File: config.mk
export PLATFORM = sky130hd
export DESIGN_NAME = ycc_stream_ctrl_flat
export DESIGN_NICKNAME = d
export VERILOG_FILES = /design/src/rtl/ycc_stream_ctrl_pkg.sv /design/src/rtl/ycc_stream_ctrl_if.sv /design/src/rtl/ycc_stream_ctrl_wr_fifo.sv /design/src/rtl/ycc_stream_ctrl.sv /design/src/flat_wrapper.sv
export SDC_FILE = /design/constraint.sdc
export NUM_CORES = 1
export LEC_CHECK = 0
export CORE_UTILIZATION = 55
export CTS_CLUSTER_DIAMETER = 150
export DETAILED_ROUTE_END_ITERATION = 12
export GPL_TIMING_DRIVEN = 0
export PLACE_DENSITY = 0.79
export SLEW_MARGIN = 20
export SYNTH_ARGS = -nofsm -noshare
export SYNTH_HDL_FRONTEND = slang
export SYNTH_HIERARCHICAL = 1
export SYNTH_SLANG_ARGS = --single-unit
File: constraint.sdc
create_clock -name clk -period 4.73 [get_ports clk]
set_input_delay 1.419 -clock clk [delete_from_list [all_inputs] [get_ports clk]]
set_output_delay 1.419 -clock clk [all_outputs]
set_load 0.005 [all_outputs]
File: src/rtl/ycc_stream_ctrl_pkg.sv
// Shared state encoding, black-level constants and FIFO entry layout for the YCbCr capture sequencer.
// Pure declarations: no latency, no backpressure.
package ycc_pkg;

    typedef enum logic [1:0] {
        ST_IDLE   = 2'd0,
        ST_ACTIVE = 2'd1,
        ST_FLUSH  = 2'd2
    } ycc_state_t;

    localparam logic [9:0] YCC_BLACK_Y  = 10'd64;
    localparam logic [9:0] YCC_BLACK_C  = 10'd512;
    localparam int         CONV_LAT_DEF = 3;
    localparam int         YCC_ADDR_W   = 19;

    typedef struct packed {
        logic [YCC_ADDR_W-1:0] addr;
        logic [23:0]           rgb;
    } ycc_wr_entry_t;

endpackage

File: src/rtl/ycc_stream_ctrl_if.sv
// Pixel-in, converter and frame-buffer write bundle; master is the sequencer side.
// Wires only: no latency; the wr_* group uses valid/ready.
interface ycc_stream_ctrl_if #(
    parameter int ADDR_W = 19
);
    logic              frame_start;
    logic              line_start;
    logic              pix_valid;
    logic [9:0]        pix_y;
    logic [9:0]        pix_cr;
    logic [9:0]        pix_cb;
    logic [9:0]        cv_y;
    logic [9:0]        cv_cr;
    logic [9:0]        cv_cb;
    logic [7:0]        cv_r;
    logic [7:0]        cv_g;
    logic [7:0]        cv_b;
    logic              wr_valid;
    logic              wr_ready;
    logic [ADDR_W-1:0] wr_addr;
    logic [23:0]       wr_data;

    modport master (
        input  frame_start, line_start, pix_valid, pix_y, pix_cr, pix_cb,
        output cv_y, cv_cr, cv_cb,
        input  cv_r, cv_g, cv_b,
        output wr_valid, wr_addr, wr_data,
        input  wr_ready
    );

    modport slave (
        output frame_start, line_start, pix_valid, pix_y, pix_cr, pix_cb,
        input  cv_y, cv_cr, cv_cb,
        output cv_r, cv_g, cv_b,
        input  wr_valid, wr_addr, wr_data,
        output wr_ready
    );
endinterface

File: src/rtl/ycc_stream_ctrl_wr_fifo.sv
// Synchronous first-word-fall-through FIFO with full/empty flags; dout shows the head while empty is low.
// Zero read latency; a push while full is taken only if a pop happens in the same cycle, otherwise it is discarded.
module ycc_wr_fifo #(
    parameter int WIDTH = 43,
    parameter int DEPTH = 4
) (
    input  logic             clk,
    input  logic             rst,
    input  logic             push,
    input  logic [WIDTH-1:0] din,
    input  logic             pop,
    output logic [WIDTH-1:0] dout,
    output logic             full,
    output logic             empty
);
    localparam int           AW      = $clog2(DEPTH);
    localparam logic [AW:0]  PTR_ONE = (AW + 1)'(1);

    logic [WIDTH-1:0] mem [DEPTH];
    logic [AW:0]      wr_ptr;
    logic [AW:0]      rd_ptr;
    logic             do_push;
    logic             do_pop;

    // Extra pointer bit tells full from empty when the indices match.
    assign empty   = (wr_ptr == rd_ptr);
    assign full    = (wr_ptr[AW] != rd_ptr[AW]) && (wr_ptr[AW-1:0] == rd_ptr[AW-1:0]);
    assign do_pop  = pop && !empty;
    assign do_push = push && (!full || do_pop);
    assign dout    = mem[rd_ptr[AW-1:0]];

    always_ff @(posedge clk) begin
        if (rst) begin
            wr_ptr <= '0;
            rd_ptr <= '0;
        end else begin
            if (do_push) wr_ptr <= wr_ptr + PTR_ONE;
            if (do_pop)  rd_ptr <= rd_ptr + PTR_ONE;
        end
    end

    always_ff @(posedge clk) begin
        if (do_push) mem[wr_ptr[AW-1:0]] <= din;
    end
endmodule

File: src/rtl/ycc_stream_ctrl.sv
// Capture sequencer: tracks active-window x/y, drives the YCbCr->RGB converter and queues frame-buffer writes.
// Pixel to wr_valid is CONV_LAT+1 clocks; input is never stalled, so a push into a full FIFO is dropped and counted.
module ycc_stream_ctrl
    import ycc_pkg::*;
#(
    parameter int H_ACTIVE   = 640,
    parameter int V_ACTIVE   = 480,
    parameter int CONV_LAT   = CONV_LAT_DEF,
    parameter int FIFO_DEPTH = 4,
    parameter int ADDR_W     = YCC_ADDR_W
) (
    input  logic              clk,
    input  logic              rst,
    input  logic              enable,
    ycc_stream_ctrl_if.master bus,
    output logic              frame_done,
    output logic              overflow,
    output logic [15:0]       drop_cnt,
    output logic              busy
);
    localparam int                XW       = $clog2(H_ACTIVE + 1);
    localparam int                YW       = $clog2(V_ACTIVE + 1);
    localparam logic [XW-1:0]     X_END    = XW'(H_ACTIVE);
    localparam logic [XW-1:0]     X_LAST   = XW'(H_ACTIVE - 1);
    localparam logic [YW-1:0]     Y_END    = YW'(V_ACTIVE);
    localparam logic [YW-1:0]     Y_LAST   = YW'(V_ACTIVE - 1);
    localparam logic [ADDR_W-1:0] ROW_STEP = ADDR_W'(H_ACTIVE);

    ycc_state_t          state;
    ycc_state_t          state_nxt;
    logic [XW-1:0]       x;
    logic [YW-1:0]       y;
    logic [ADDR_W-1:0]   row_base;
    logic [ADDR_W-1:0]   pix_addr;
    logic                accept;
    logic                last_pix;
    logic                restart;
    logic                sb_vld;
    logic [ADDR_W-1:0]   sb_addr;
    logic [CONV_LAT-1:0] dl_vld;
    logic [ADDR_W-1:0]   dl_addr [CONV_LAT];
    ycc_wr_entry_t       push_entry;
    ycc_wr_entry_t       head_entry;
    logic                push;
    logic                pop;
    logic                drop;
    logic                fifo_full;
    logic                fifo_empty;
    logic                pipe_empty;

    assign accept   = (state == ST_ACTIVE) && bus.pix_valid && (x < X_END) && (y < Y_END);
    assign last_pix = accept && (x == X_LAST) && (y == Y_LAST);
    assign restart  = bus.frame_start && ((state == ST_ACTIVE) || ((state == ST_IDLE) && enable));
    assign pix_addr = row_base + ADDR_W'(x);

    always_ff @(posedge clk) begin
        if (rst) state <= ST_IDLE;
        else     state <= state_nxt;
    end

    always_comb begin
        state_nxt  = state;
        busy       = 1'b1;
        frame_done = 1'b0;
        case (state)
            ST_IDLE: begin
                busy = 1'b0;
                if (enable && bus.frame_start) state_nxt = ST_ACTIVE;
            end
            ST_ACTIVE: begin
                if (last_pix) state_nxt = ST_FLUSH;
            end
            ST_FLUSH: begin
                if (pipe_empty && fifo_empty) begin
                    state_nxt  = ST_IDLE;
                    frame_done = 1'b1;
                end
            end
            default: state_nxt = ST_IDLE;
        endcase
    end

    // Row base advances by a line at a time so the address never needs a multiply.
    always_ff @(posedge clk) begin
        if (rst || restart) begin
            x        <= '0;
            y        <= '0;
            row_base <= '0;
        end else if ((state == ST_ACTIVE) && bus.line_start) begin
            x <= '0;
            if ((x != '0) && (y < Y_END)) begin
                y        <= y + YW'(1);
                row_base <= row_base + ROW_STEP;
            end
        end else if (accept) begin
            x <= x + XW'(1);
        end
    end

    always_ff @(posedge clk) begin
        if (rst) begin
            bus.cv_y  <= YCC_BLACK_Y;
            bus.cv_cr <= YCC_BLACK_C;
            bus.cv_cb <= YCC_BLACK_C;
            sb_vld    <= 1'b0;
            sb_addr   <= '0;
        end else begin
            bus.cv_y  <= accept ? bus.pix_y  : YCC_BLACK_Y;
            bus.cv_cr <= accept ? bus.pix_cr : YCC_BLACK_C;
            bus.cv_cb <= accept ? bus.pix_cb : YCC_BLACK_C;
            sb_vld    <= accept;
            sb_addr   <= pix_addr;
        end
    end

    // Sideband trails the converter input register by CONV_LAT clocks, landing alongside cv_r/g/b.
    always_ff @(posedge clk) begin
        if (rst) begin
            dl_vld <= '0;
            for (int i = 0; i < CONV_LAT; i++) dl_addr[i] <= '0;
        end else begin
            dl_vld[0]  <= sb_vld;
            dl_addr[0] <= sb_addr;
            for (int i = 1; i < CONV_LAT; i++) begin
                dl_vld[i]  <= dl_vld[i-1];
                dl_addr[i] <= dl_addr[i-1];
            end
        end
    end

    assign pipe_empty = !sb_vld && (dl_vld == '0);
    assign push       = dl_vld[CONV_LAT-1];
    assign push_entry = {YCC_ADDR_W'(dl_addr[CONV_LAT-1]), bus.cv_r, bus.cv_g, bus.cv_b};
    assign pop        = !fifo_empty && bus.wr_ready;
    assign drop       = push && fifo_full && !pop;

    ycc_wr_fifo #(
        .WIDTH ($bits(ycc_wr_entry_t)),
        .DEPTH (FIFO_DEPTH)
    ) u_wr_fifo (
        .clk   (clk),
        .rst   (rst),
        .push  (push),
        .din   (push_entry),
        .pop   (pop),
        .dout  (head_entry),
        .full  (fifo_full),
        .empty (fifo_empty)
    );

    assign bus.wr_valid = !fifo_empty;
    assign bus.wr_addr  = fifo_empty ? '0 : ADDR_W'(head_entry.addr);
    assign bus.wr_data  = fifo_empty ? '0 : head_entry.rgb;

    always_ff @(posedge clk) begin
        if (rst) begin
            overflow <= 1'b0;
            drop_cnt <= '0;
        end else begin
            if (drop)                  overflow <= 1'b1;
            else if (bus.frame_start)  overflow <= 1'b0;
            if (drop && (drop_cnt != 16'hFFFF)) drop_cnt <= drop_cnt + 16'd1;
        end
    end
endmodule
File: src/flat_wrapper.sv
// flat-port wrapper written by rule: the top's interface ports become plain ports
module ycc_stream_ctrl_flat import ycc_pkg::*;
#(
    parameter int H_ACTIVE   = 640,
    parameter int V_ACTIVE   = 480,
    parameter int CONV_LAT   = CONV_LAT_DEF,
    parameter int FIFO_DEPTH = 4,
    parameter int ADDR_W     = YCC_ADDR_W
)
  (clk, rst, enable, frame_done, overflow, drop_cnt, busy, bus_frame_start, bus_line_start, bus_pix_valid, bus_pix_y, bus_pix_cr, bus_pix_cb, bus_cv_y, bus_cv_cr, bus_cv_cb, bus_cv_r, bus_cv_g, bus_cv_b, bus_wr_valid, bus_wr_addr, bus_wr_data, bus_wr_ready);
  ycc_stream_ctrl_if #(.ADDR_W(ADDR_W)) bus_i ();
  input  logic clk;
  input  logic rst;
  input  logic enable;
  output logic frame_done;
  output logic overflow;
  output logic [15:0] drop_cnt;
  output logic busy;
  input wire logic [$bits(bus_i.frame_start)-1:0] bus_frame_start;
  input wire logic [$bits(bus_i.line_start)-1:0] bus_line_start;
  input wire logic [$bits(bus_i.pix_valid)-1:0] bus_pix_valid;
  input wire logic [$bits(bus_i.pix_y)-1:0] bus_pix_y;
  input wire logic [$bits(bus_i.pix_cr)-1:0] bus_pix_cr;
  input wire logic [$bits(bus_i.pix_cb)-1:0] bus_pix_cb;
  output wire logic [$bits(bus_i.cv_y)-1:0] bus_cv_y;
  output wire logic [$bits(bus_i.cv_cr)-1:0] bus_cv_cr;
  output wire logic [$bits(bus_i.cv_cb)-1:0] bus_cv_cb;
  input wire logic [$bits(bus_i.cv_r)-1:0] bus_cv_r;
  input wire logic [$bits(bus_i.cv_g)-1:0] bus_cv_g;
  input wire logic [$bits(bus_i.cv_b)-1:0] bus_cv_b;
  output wire logic [$bits(bus_i.wr_valid)-1:0] bus_wr_valid;
  output wire logic [$bits(bus_i.wr_addr)-1:0] bus_wr_addr;
  output wire logic [$bits(bus_i.wr_data)-1:0] bus_wr_data;
  input wire logic [$bits(bus_i.wr_ready)-1:0] bus_wr_ready;
  assign bus_i.frame_start = bus_frame_start;
  assign bus_i.line_start = bus_line_start;
  assign bus_i.pix_valid = bus_pix_valid;
  assign bus_i.pix_y = bus_pix_y;
  assign bus_i.pix_cr = bus_pix_cr;
  assign bus_i.pix_cb = bus_pix_cb;
  assign bus_cv_y = bus_i.cv_y;
  assign bus_cv_cr = bus_i.cv_cr;
  assign bus_cv_cb = bus_i.cv_cb;
  assign bus_i.cv_r = bus_cv_r;
  assign bus_i.cv_g = bus_cv_g;
  assign bus_i.cv_b = bus_cv_b;
  assign bus_wr_valid = bus_i.wr_valid;
  assign bus_wr_addr = bus_i.wr_addr;
  assign bus_wr_data = bus_i.wr_data;
  assign bus_i.wr_ready = bus_wr_ready;
  ycc_stream_ctrl #(.H_ACTIVE(H_ACTIVE), .V_ACTIVE(V_ACTIVE), .CONV_LAT(CONV_LAT), .FIFO_DEPTH(FIFO_DEPTH), .ADDR_W(ADDR_W)) u_core (.clk(clk), .rst(rst), .enable(enable), .bus(bus_i), .frame_done(frame_done), .overflow(overflow), .drop_cnt(drop_cnt), .busy(busy));
endmodule
==> results.ini, run 1 <==
[synth]
synthMostInstantiatedCell=edfxtp_1
syn_inst=895
syn_nets=970
ys_top_cells_by_area=edfxtp_1 41%, dfxtp_1 26%, mux4_2 7.6%
ys_seq_area_share_pct=67.1
synth_common_cells=172 x edfxtp_1, 168 x dfxtp_1, 119 x nor2b_1
ys_warn_count=6
synthArstFlopShare_pct=0
syn_area_mm2=0.0127
synth.distinct_cells=55
syn_avg_cell_area_um2=14.2
yosys.area.top_type=edfxtp_1
synth_top_area_share_pct=40.6
synth_edf_count=172
synthFlopType=edfxtp_1
ys_ff_latch=340

[die]
initial_core_util_pct=56.1
die_area_mm2=0.0237
die_h_um=154
core_area_mm2=0.0226
ios=154
die_w_um=154
fp-row-count=55

[clocking]
cts_tree=done
h-tree-depth=2
numCtsBuffers=35
clock_path_buffers=3
clock_latency_ps=510
root_buffer=clkbuf_16
ctsHoldBuffers=0
cts.sinks=340
clk_pin_slew_ps=60

[cells_and_area]
drive_gt1_share_pct=11.4
final_core_util_pct=70.0
syn_to_final_growth_pct=24.6
diodes=0
fin_nets=1162

[timing]
hold_ws_ps=419
setup_viol=0
final_hold_viol_count=0
slew_headroom_pct=45.7
tns_ps=0
tightest_slew_ps=808
setup_ws_ps=371
period_minus_slack_ps=4360
rsz0062_at_grt=no
slew_viol_final=0
finalCritPeriodShare_pct=92.2
fin_skew_ps=20.7
fmax_ghz=0.229

[critical_path]
cp-start-kind=flop
cp_max_fo=10
path_delay_family=buffers and inverters
cp_data_required_time_ps=3310
end_kind=output port
critPathBufInv=3
cpMaxStageDelayCell=clkdlybuf4s50_1
critical-path-max-stage-delay_ps=480
path_cells=xnor2_2 > nand2_1 > nor2_1 > clkbuf_2 > clkbuf_1 > nor2b_1 > clkdlybuf4s50_1
critical_path_arrival_ps=2940
worst-setup-path-type=reg -> out

[flow_run]
maxCapViolCount=0

[drt]
drt_iter0_drc=450
num_vias=7699
vias_per_cell=5.51
routedWlPerCell_um=17.7
drt_wl_total_um=24700
drc=0
firstDrtPassIters=5
ant_nets=0

[global_routing]
grt_pass1_wl_um=39700
track_usage_pct=21.4
grt.overflow.total=0
grt_start_max_net_pins=44
grt_pass1_vias=7696
antenna_found_initial=0

[pwr]
power_density_mw_per_mm2=384
p_leak_nw=5.27
ir_drop_mv=0.226

[placed_design]
io_buffers=153
dp_hpwl_um=16200
place_ws_ps=604
place.gp.congestion=0.821

[min_path]
worst_hold_path_type=reg -> reg

[run_status]
status=complete, no violations

-- stage by stage --
step / instances / instance area (µm²) / total power (W)
6_report: 1398 / 15800 / 0.00608
3_5_place_dp: 1335 / 14700 / 0.00342
4_1_cts: 1398 / 15800 / 0.00614
2_1_floorplan: 895 / 12700 / 0.00325
3_3_place_gp: 1333 / 14600 / 0.00342
5_1_grt: 1398 / 15800 / 0.00629
-- sequential cells by signal, summed over array words and instances, names as in the netlist, named ones only --
register,flops
u_core/bus.cv_cb,10
u_core/bus.cv_cr,10
u_core/bus.cv_y,10
u_core/dl_addr,57
u_core/dl_vld,3
u_core/drop_cnt,16
u_core/overflow,1
u_core/row_base,12
u_core/sb_addr,19
u_core/sb_vld,1
u_core/state,2
u_core/u_wr_fifo/mem,172
u_core/u_wr_fifo/rd_ptr,3
u_core/u_wr_fifo/wr_ptr,3
u_core/x,10
u_core/y,9
-- power breakdown --
group | leakage (nW) | switching, W | internal, W
clock network | 0.577 | 0.00109 | 0.00164
registers | 2.90 | 0.00000575 | 0.00309
logic | 1.80 | 0.000123 | 0.000140
-- repair_timing --
item                                    4_1_cts  5_1_grt
buffers inserted                              0        0
endpoints found under the setup margin        0       12
resized for setup                             0        2
-- logic make-up (layout without fill, tap and decap cells) --
family	after synthesis	after routing	share of synthesized area, %
buf+inv	60	278	1.84
fa+ha+maj	14	14	1.44
simple gates	315	315	15.0
mux	57	57	8.83
xor+xnor	11	11	0.935
flops	340	340	67.1
compound gates	98	98	4.87
-- placed cells by master, fill, tap and decap left out, types with 4 or more instances in the layout --
cell,Yosys,final
edfxtp_1,172,172
dfxtp_1,168,168
clkdlybuf4s50_1,0,153
nor2b_1,119,119
mux4_2,43,43
a21oi_1,42,42
clkbuf_16,0,37
clkbuf_1,29,34
nor2_1,30,30
and2_1,32,29
or4_1,23,23
o31ai_1,22,22
nand2_1,21,21
inv_1,18,18
nand4_1,18,18
o21ai_0,15,15
or3_1,15,15
nand3_1,13,13
ha_1,13,13
nand2b_1,9,9
nor4_1,7,7
buf_2,7,7
clkinv_2,0,6
clkbuf_8,0,6
nor3_1,6,6
mux2i_1,6,6
buf_1,6,6
xnor2_1,6,6
mux2_1,5,5
and4_1,4,4
nand3b_1,4,4
-- metal layers --
metal / GRT usage (%) / vias up / share of wire, %
li1: - / 3704 / -
met1: 26.5 / 3776 / 42
met2: 38.7 / 190 / 52
met3: 3.61 / 29 / 4.0
met4: 5.29 / 0 / 1.3
met5: 0 / - / 0
-- worst reg2reg max path: stages (launching register included) --
cell	delay (ps)
dfxtp_1	480
xnor2_2	190
nand2_1	120
nor2_1	40
clkbuf_2	260
nand2b_1	270
inv_1	130
inv_1	120
a41oi_2	330
and2_4	660
-- final cells by class --
class	count	area, µm²
Inverter	18	67.6
Clock inverter	14	139
Multi-Input combinational cell	495	3970
Sequential cell	340	8530
Clock buffer	49	1030
Tap cell	285	357
Timing Repair Buffer	155	1590
Fill cell	1486	6800
Buffer	42	168
-- final timing paths --
check,from,to,slack [ps],cells past startpoint
worst max register to register,u_core/u_wr_fifo/wr_ptr[0],u_core/u_wr_fifo/mem[2][35],1740,9
worst min register to register,u_core/dl_addr[0][15],u_core/dl_addr[0][34],420,1
worst min-delay path,u_core/dl_addr[0][15],u_core/dl_addr[0][34],420,1
worst max-delay path,u_core/u_wr_fifo/wr_ptr[1],bus_wr_addr[15],370,7
(Power assumes the default switching activity.)
==> run 2: changes to the inputs <==
Settings changed: ABC_AREA set to 1, SLEW_MARGIN 20 to not set.
==> results.ini, run 2 <==
[clocking]
clock_path_buffers=3  ; unchanged
h-tree-depth=2  ; unchanged
cts_tree=done
cts.sinks=340  ; unchanged
cts_resized=0  ; unchanged
ctsHoldBuffers=0  ; unchanged
clock_latency_ps=510  ; about the same
root_buffer=clkbuf_16
clk_pin_slew_ps=60  ; about the same
numCtsBuffers=34  ; -2.9%
cts_setup_buffers=0  ; unchanged

[placed_design]
place_ws_ps=878  ; +274 ps
place.gp.congestion=0.872  ; +6.2%
dpl_cell_area_mm2=0.0154  ; +4.9%
dp_hpwl_um=18600  ; +15%
io_buffers=153  ; unchanged
dp_cells=1851  ; +39%

[timing]
finalCritPeriodShare_pct=89.4  ; -2.8 points
tightest_slew_ps=928  ; +120 ps
period_minus_slack_ps=4230  ; -131 ps
slew_headroom_pct=38.0  ; -7.7 points
rsz0062_at_grt=no
fin_skew_ps=20.3  ; -0.450 ps
final_hold_viol_count=0  ; unchanged
tns_ps=0  ; unchanged
fmax_ghz=0.237  ; +3.1%
slew_viol_final=0  ; unchanged
setup_viol=0  ; unchanged
setup_ws_ps=502  ; +131 ps

[cells_and_area]
diodes=0  ; unchanged
mostFrequentLayoutCell=nor2_1
fin_nets=1643  ; +41%
largest_register_ffs=172  ; unchanged
syn_to_final_growth_pct=24.8
design_area_mm2=0.0166  ; +5.0%
final_core_util_pct=70.5  ; +0.48 points
layout_common_cells=288 x nor2_1, 202 x inv_1, 172 x edfxtp_1, 168 x dfxtp_1, 153 x clkdlybuf4s50_1
drive_gt1_share_pct=8.79  ; -2.6 points
stdcell_count=1912  ; +37%

[die]
initial_core_util_pct=56.5  ; +0.32 points
core_area_mm2=0.0236  ; +4.3%
die_area_mm2=0.0249  ; +4.8%
fp-row-count=56  ; +1.8%
ios=154  ; unchanged
die_w_um=158  ; +2.4%
die_h_um=158  ; +2.4%

[synth]
syn_inst=1375  ; +54%
yosys.area.top_type=edfxtp_1
syn_avg_cell_area_um2=9.70  ; -32%
synth.distinct_cells=42  ; -24%
ys_warn_count=6  ; unchanged
synthMostInstantiatedCell=nor2_1
ys_seq_area_share_pct=64.0  ; -3.1 points
synthFlopType=edfxtp_1
ys_top_cells_by_area=edfxtp_1 39%, dfxtp_1 25%, nor2_1 8.2%
syn_nets=1450  ; +49%
ys_ff_latch=340  ; unchanged
syn_area_mm2=0.0133  ; +4.9%
synth_top_area_share_pct=38.7  ; -1.9 points
synth_common_cells=292 x nor2_1, 202 x inv_1, 172 x edfxtp_1
synth_edf_count=172  ; unchanged
synthArstFlopShare_pct=0  ; unchanged

[run_status]
status=complete, no violations

[global_routing]
grt_use_met1_pct=27.5  ; +0.93 points
use_met3_pct=3.45  ; -0.16 points
grt-busiest-layer=met2
grt_pass1_wl_um=45600  ; +15%
track_usage_pct=23.4  ; +2.1 points
grt.overflow.total=0  ; unchanged
met2_usage_pct=43.5  ; +4.8 points
grt_start_max_net_pins=31  ; -30%
antenna_found_initial=1  ; +1
grt_pass1_vias=9435  ; +23%

[drt]
drt_wl_total_um=28800  ; +16%
firstDrtPassIters=5  ; unchanged
vias_per_cell=5.10  ; -7.4%
drc=0  ; unchanged
num_vias=9746  ; +27%
drt_iter0_drc=681  ; +51%
routedWlPerCell_um=15.1  ; -15%
ant_nets=0  ; unchanged

[flow_run]
maxCapViolCount=0  ; unchanged

[critical_path]
end_kind=output port
critical_path_arrival_ps=2810  ; -130 ps
cp_max_fo=10  ; unchanged
cp-start-kind=flop
rr_worst_depth=12  ; +3
worst-setup-path-type=reg -> out
cp_data_required_time_ps=3310  ; about the same

[pwr]
ir_drop_mv=0.195  ; -14%
power_density_mw_per_mm2=370  ; -3.6%
p_leak_nw=6.18  ; +17%

[min_path]
worst_hold_path_type=reg -> reg
whs_path_depth=2  ; +1

-- run 2: cell types whose count changed after synthesis, sizes merged, moves of 32 or more --
cell   previous run  this run
o22ai             0        43
nor2b           119         0
mux4             43         0
nor2             30       299
inv              18       210
o21ai            16       113
and2             32         0
nand2            21       165
-- run 2: final cells by class --
type | instances | area (µm²)
inverters | 211 | 795
repair buffers | 157 | 1630
flip-flops and latches | 340 | 8530
clock buffers | 45 | 1020
multi-input cells | 771 | 3760
well taps | 319 | 399
clock inverters | 16 | 224
plain buffers | 53 | 277
fillers | 1736 | 6970
-- run 2: logic make-up after synthesis --
group / after synthesis / synth area share [%]
and+or+nand+nor: 527 / 16.5
xor gates and xnor gates: 17 / 1.17
DFF: 340 / 64.0
buffers and inverters: 264 / 8.03
AOI/OAI and AO/OA: 213 / 8.92
adders and majority gates: 14 / 1.37
-- run 2: per-layer routing --
metal,vias up,part of all wire (%)
li1,4812,-
met1,4533,40
met2,341,52
met3,58,5.6
met4,2,2.0
met5,-,0.045
-- run 2: per-stage QoR --
| step | hold WS (ps) | power (W) |
|---|---|---|
| 4_1_cts | 389 | 0.00621 |
| 2_1_floorplan | 388 | 0.00323 |
| 3_5_place_dp | 392 | 0.00332 |
| 6_report | 384 | 0.00615 |
| 3_3_place_gp | 388 | 0.00332 |
| 5_1_grt | 395 | 0.00634 |
-- run 2: critical path, cell delays in order, from the launching register on --
cell             delay [ps]
dfxtp_1                 430
inv_2                   180
clkbuf_1                410
o21ai_0                 230
o22ai_1                 210
inv_1                    70
nor2_1                  210
clkdlybuf4s50_1         550
-- run 2: path summary, 6_finish.rpt --
kind	slack [ps]	start	endpoint
hold / removal	380	u_core/dl_addr[0][15]	u_core/dl_addr[0][34]
hold reg to reg	380	u_core/dl_addr[0][15]	u_core/dl_addr[0][34]
setup / recovery	500	flop	bus_wr_addr[10]
setup reg to reg	1800	u_core/u_wr_fifo/wr_ptr[1]	u_core/u_wr_fifo/mem[0][17]
-- run 2: where the power goes --
group / switching [W] / total, W / internal [W] / leakage (nW)
registers: 0.00000616 / 0.00310 / 0.00309 / 2.92
logic: 0.0000818 / 0.000163 / 0.0000812 / 2.66
clock network: 0.00110 / 0.00289 / 0.00180 / 0.604
==> run 3: changes to the inputs <==
Settings changed: CORE_MARGIN set to 2, CORE_UTILIZATION 55 to 24, PLACE_DENSITY 0.79 to not set.
==> results.ini, run 3 (same netlist as run 2, synthesis figures left out) <==
[placed_design]
place.gp.congestion=0.777  ; -11%
io_buffers=153  ; unchanged
dpl_cell_area_mm2=0.0159  ; +3.3%
place_ws_ps=845  ; -33.4 ps
dp_hpwl_um=21100  ; +13%
dp_cells=2280  ; +23%

[pwr]
internal-power_w=0.00487  ; -2.1%
p_sw_w=0.00131  ; +11%
comb_power_share_pct=2.7  ; about the same
power_density_mw_per_mm2=359  ; -2.9%
ir_drop_mv=0.229  ; +17%
p_leak_nw=6.20  ; +0.27%
swShare_pct=21.2  ; +2.0 points
clock_power_share_pct=47.2  ; +0.2 points
pwr-share-seq_pct=50.1  ; -0.2 points

[cells_and_area]
nFillCells=5624  ; +220%
fin_nets=1647  ; +0.24%
final_core_util_pct=31.3  ; -39 points
stdcell_count=2350  ; +23%
syn_to_final_growth_pct=28.9
drive_gt1_share_pct=9.30  ; +0.51 points
mostFrequentLayoutCell=nor2_1
diodes=0  ; unchanged
layout_common_cells=288 x nor2_1, 202 x inv_1, 172 x edfxtp_1, 168 x dfxtp_1, 153 x clkdlybuf4s50_1
largest_register_ffs=172  ; unchanged
design_area_mm2=0.0172  ; +3.3%

[run_status]
status=complete, no violations

[drt]
vias_per_cell=4.07  ; -20%
drc=0  ; unchanged
drt_iter0_drc=584  ; -14%
firstDrtPassIters=5  ; unchanged
num_vias=9571  ; -1.8%
drt_wl_total_um=31300  ; +8.5%
ant_nets=0  ; unchanged
routedWlPerCell_um=13.3  ; -12%

[clocking]
clock_latency_ps=560  ; +50 ps
cts.sinks=340  ; unchanged
cts_setup_buffers=0  ; unchanged
ctsHoldBuffers=0  ; unchanged
cts_tree=done
clock_path_buffers=3  ; unchanged
numCtsBuffers=38  ; +12%
cts_resized=0  ; unchanged
h-tree-depth=2  ; unchanged
root_buffer=clkbuf_16
clk_pin_slew_ps=60  ; about the same

[timing]
period_minus_slack_ps=4260  ; +34.5 ps
tightest_slew_ps=937  ; +9.17 ps
fmax_ghz=0.235  ; -0.81%
final_hold_viol_count=0  ; unchanged
setup_viol=0  ; unchanged
setup_ws_ps=467  ; -34.5 ps
fin_skew_ps=20.7  ; +0.413 ps
slew_viol_final=0  ; unchanged
finalCritPeriodShare_pct=90.1  ; +0.73 points
slew_headroom_pct=37.4  ; -0.61 points
rsz0062_at_grt=no

[critical_path]
end_kind=output port
cp_max_fo=10  ; unchanged
r2r_slack_ps=1730  ; -70 ps
cp_data_required_time_ps=3310  ; about the same
worst-setup-path-type=reg -> out
timing.rr.end=u_core/u_wr_fifo/mem[3][18]
reg2reg_from=u_core/u_wr_fifo/wr_ptr[1]
critical_path_arrival_ps=2840  ; +30 ps
path_cells=xnor2_2 > nand3_2 > inv_1 > buf_4 > clkbuf_1 > nor2_1 > clkdlybuf4s50_1
cpMaxStageDelayCell=clkdlybuf4s50_1
rr_worst_depth=12  ; unchanged
critical-path-max-stage-delay_ps=490  ; -60 ps
cp-start-kind=flop

[min_path]
worst_hold_path_type=reg -> reg
whs_path_depth=2  ; unchanged
worstHoldStart=u_core/dl_addr[0][15]
min_to=u_core/dl_addr[0][34]

[die]
core_area_mm2=0.0550  ; +130%
die_area_mm2=0.0575  ; +130%
fp-row-count=86  ; +54%
ios=154  ; unchanged
die_h_um=240  ; +52%
die_w_um=240  ; +52%
initial_core_util_pct=24.3  ; -32 points

[global_routing]
grt_pass1_wl_um=48900  ; +7.3%
antenna_found_initial=0  ; -1
track_usage_pct=10.8  ; -13 points
grt_pass1_vias=9226  ; -2.2%
grt_start_max_net_pins=27  ; -13%
grt.overflow.total=0  ; unchanged

[flow_run]
maxCapViolCount=0  ; unchanged

run 3: through the flow:
step	setup TNS (ps)	total power [W]	hold slack, ps
floorplan	0	0.00323	388
global placement	-257760	0.00332	390
detailed placement	0	0.00333	392
CTS	0	0.00628	386
global route	0	0.00642	400
finish	0	0.00618	387
run 3: worst max path at each step:
stage,to,depth (start not counted),startpoint
final,bus_wr_addr[16],7,u_core/u_wr_fifo/wr_ptr[0]
after global routing,frame_done,9,u_core/u_wr_fifo/wr_ptr[1]
after CTS,frame_done,7,u_core/u_wr_fifo/wr_ptr[0]
after detailed placement,u_core/u_wr_fifo/mem[3][21],8,bus_wr_ready
after global placement,u_core/u_wr_fifo/mem[3][18],7,bus_wr_ready
after floorplan,u_core/u_wr_fifo/mem[0][0],6,bus_wr_ready
run 3: power by group through the flow:
stage / Clock (W) / Combinational (W) / Sequential [W]
4_1_cts: 0.00301 / 0.000169 / 0.00310
2_1_floorplan: 0 / 0.0000632 / 0.00316
5_1_grt: 0.00314 / 0.000183 / 0.00310
3_3_place_gp: 0 / 0.000163 / 0.00316
3_5_place_dp: 0 / 0.000168 / 0.00316
6_report: 0.00291 / 0.000165 / 0.00310
run 3: layout make-up:
class                           instances  area, µm²  area share [%]
Multi-Input combinational cell        771       3760            21.9
Tap cell                              748        936            5.44
Clock buffer                           48       1070            6.22
Buffer                                 53        277            1.61
Clock inverter                         22        213            1.24
Sequential cell                       340       8530            49.6
Timing Repair Buffer                  157       1610            9.37
Inverter                              211        795            4.62
run 3: per-layer routing:
layer | GRT usage (%) | vias to the layer above | routed length [µm]
li1 | - | 4822 | -
met1 | 13.3 | 4476 | 13400
met2 | 18.3 | 244 | 15000
met3 | 3.10 | 29 | 2370
met4 | 2.97 | 0 | 522
met5 | 0 | - | 0
run 3: worst max-delay path, delay by kind of cell, from the launching register on:
kind,cells,cell delay [ps]
buffers and inverters,4,1290
DFF,1,440
and+or+nand+nor,2,370
xor gates and xnor gates,1,180
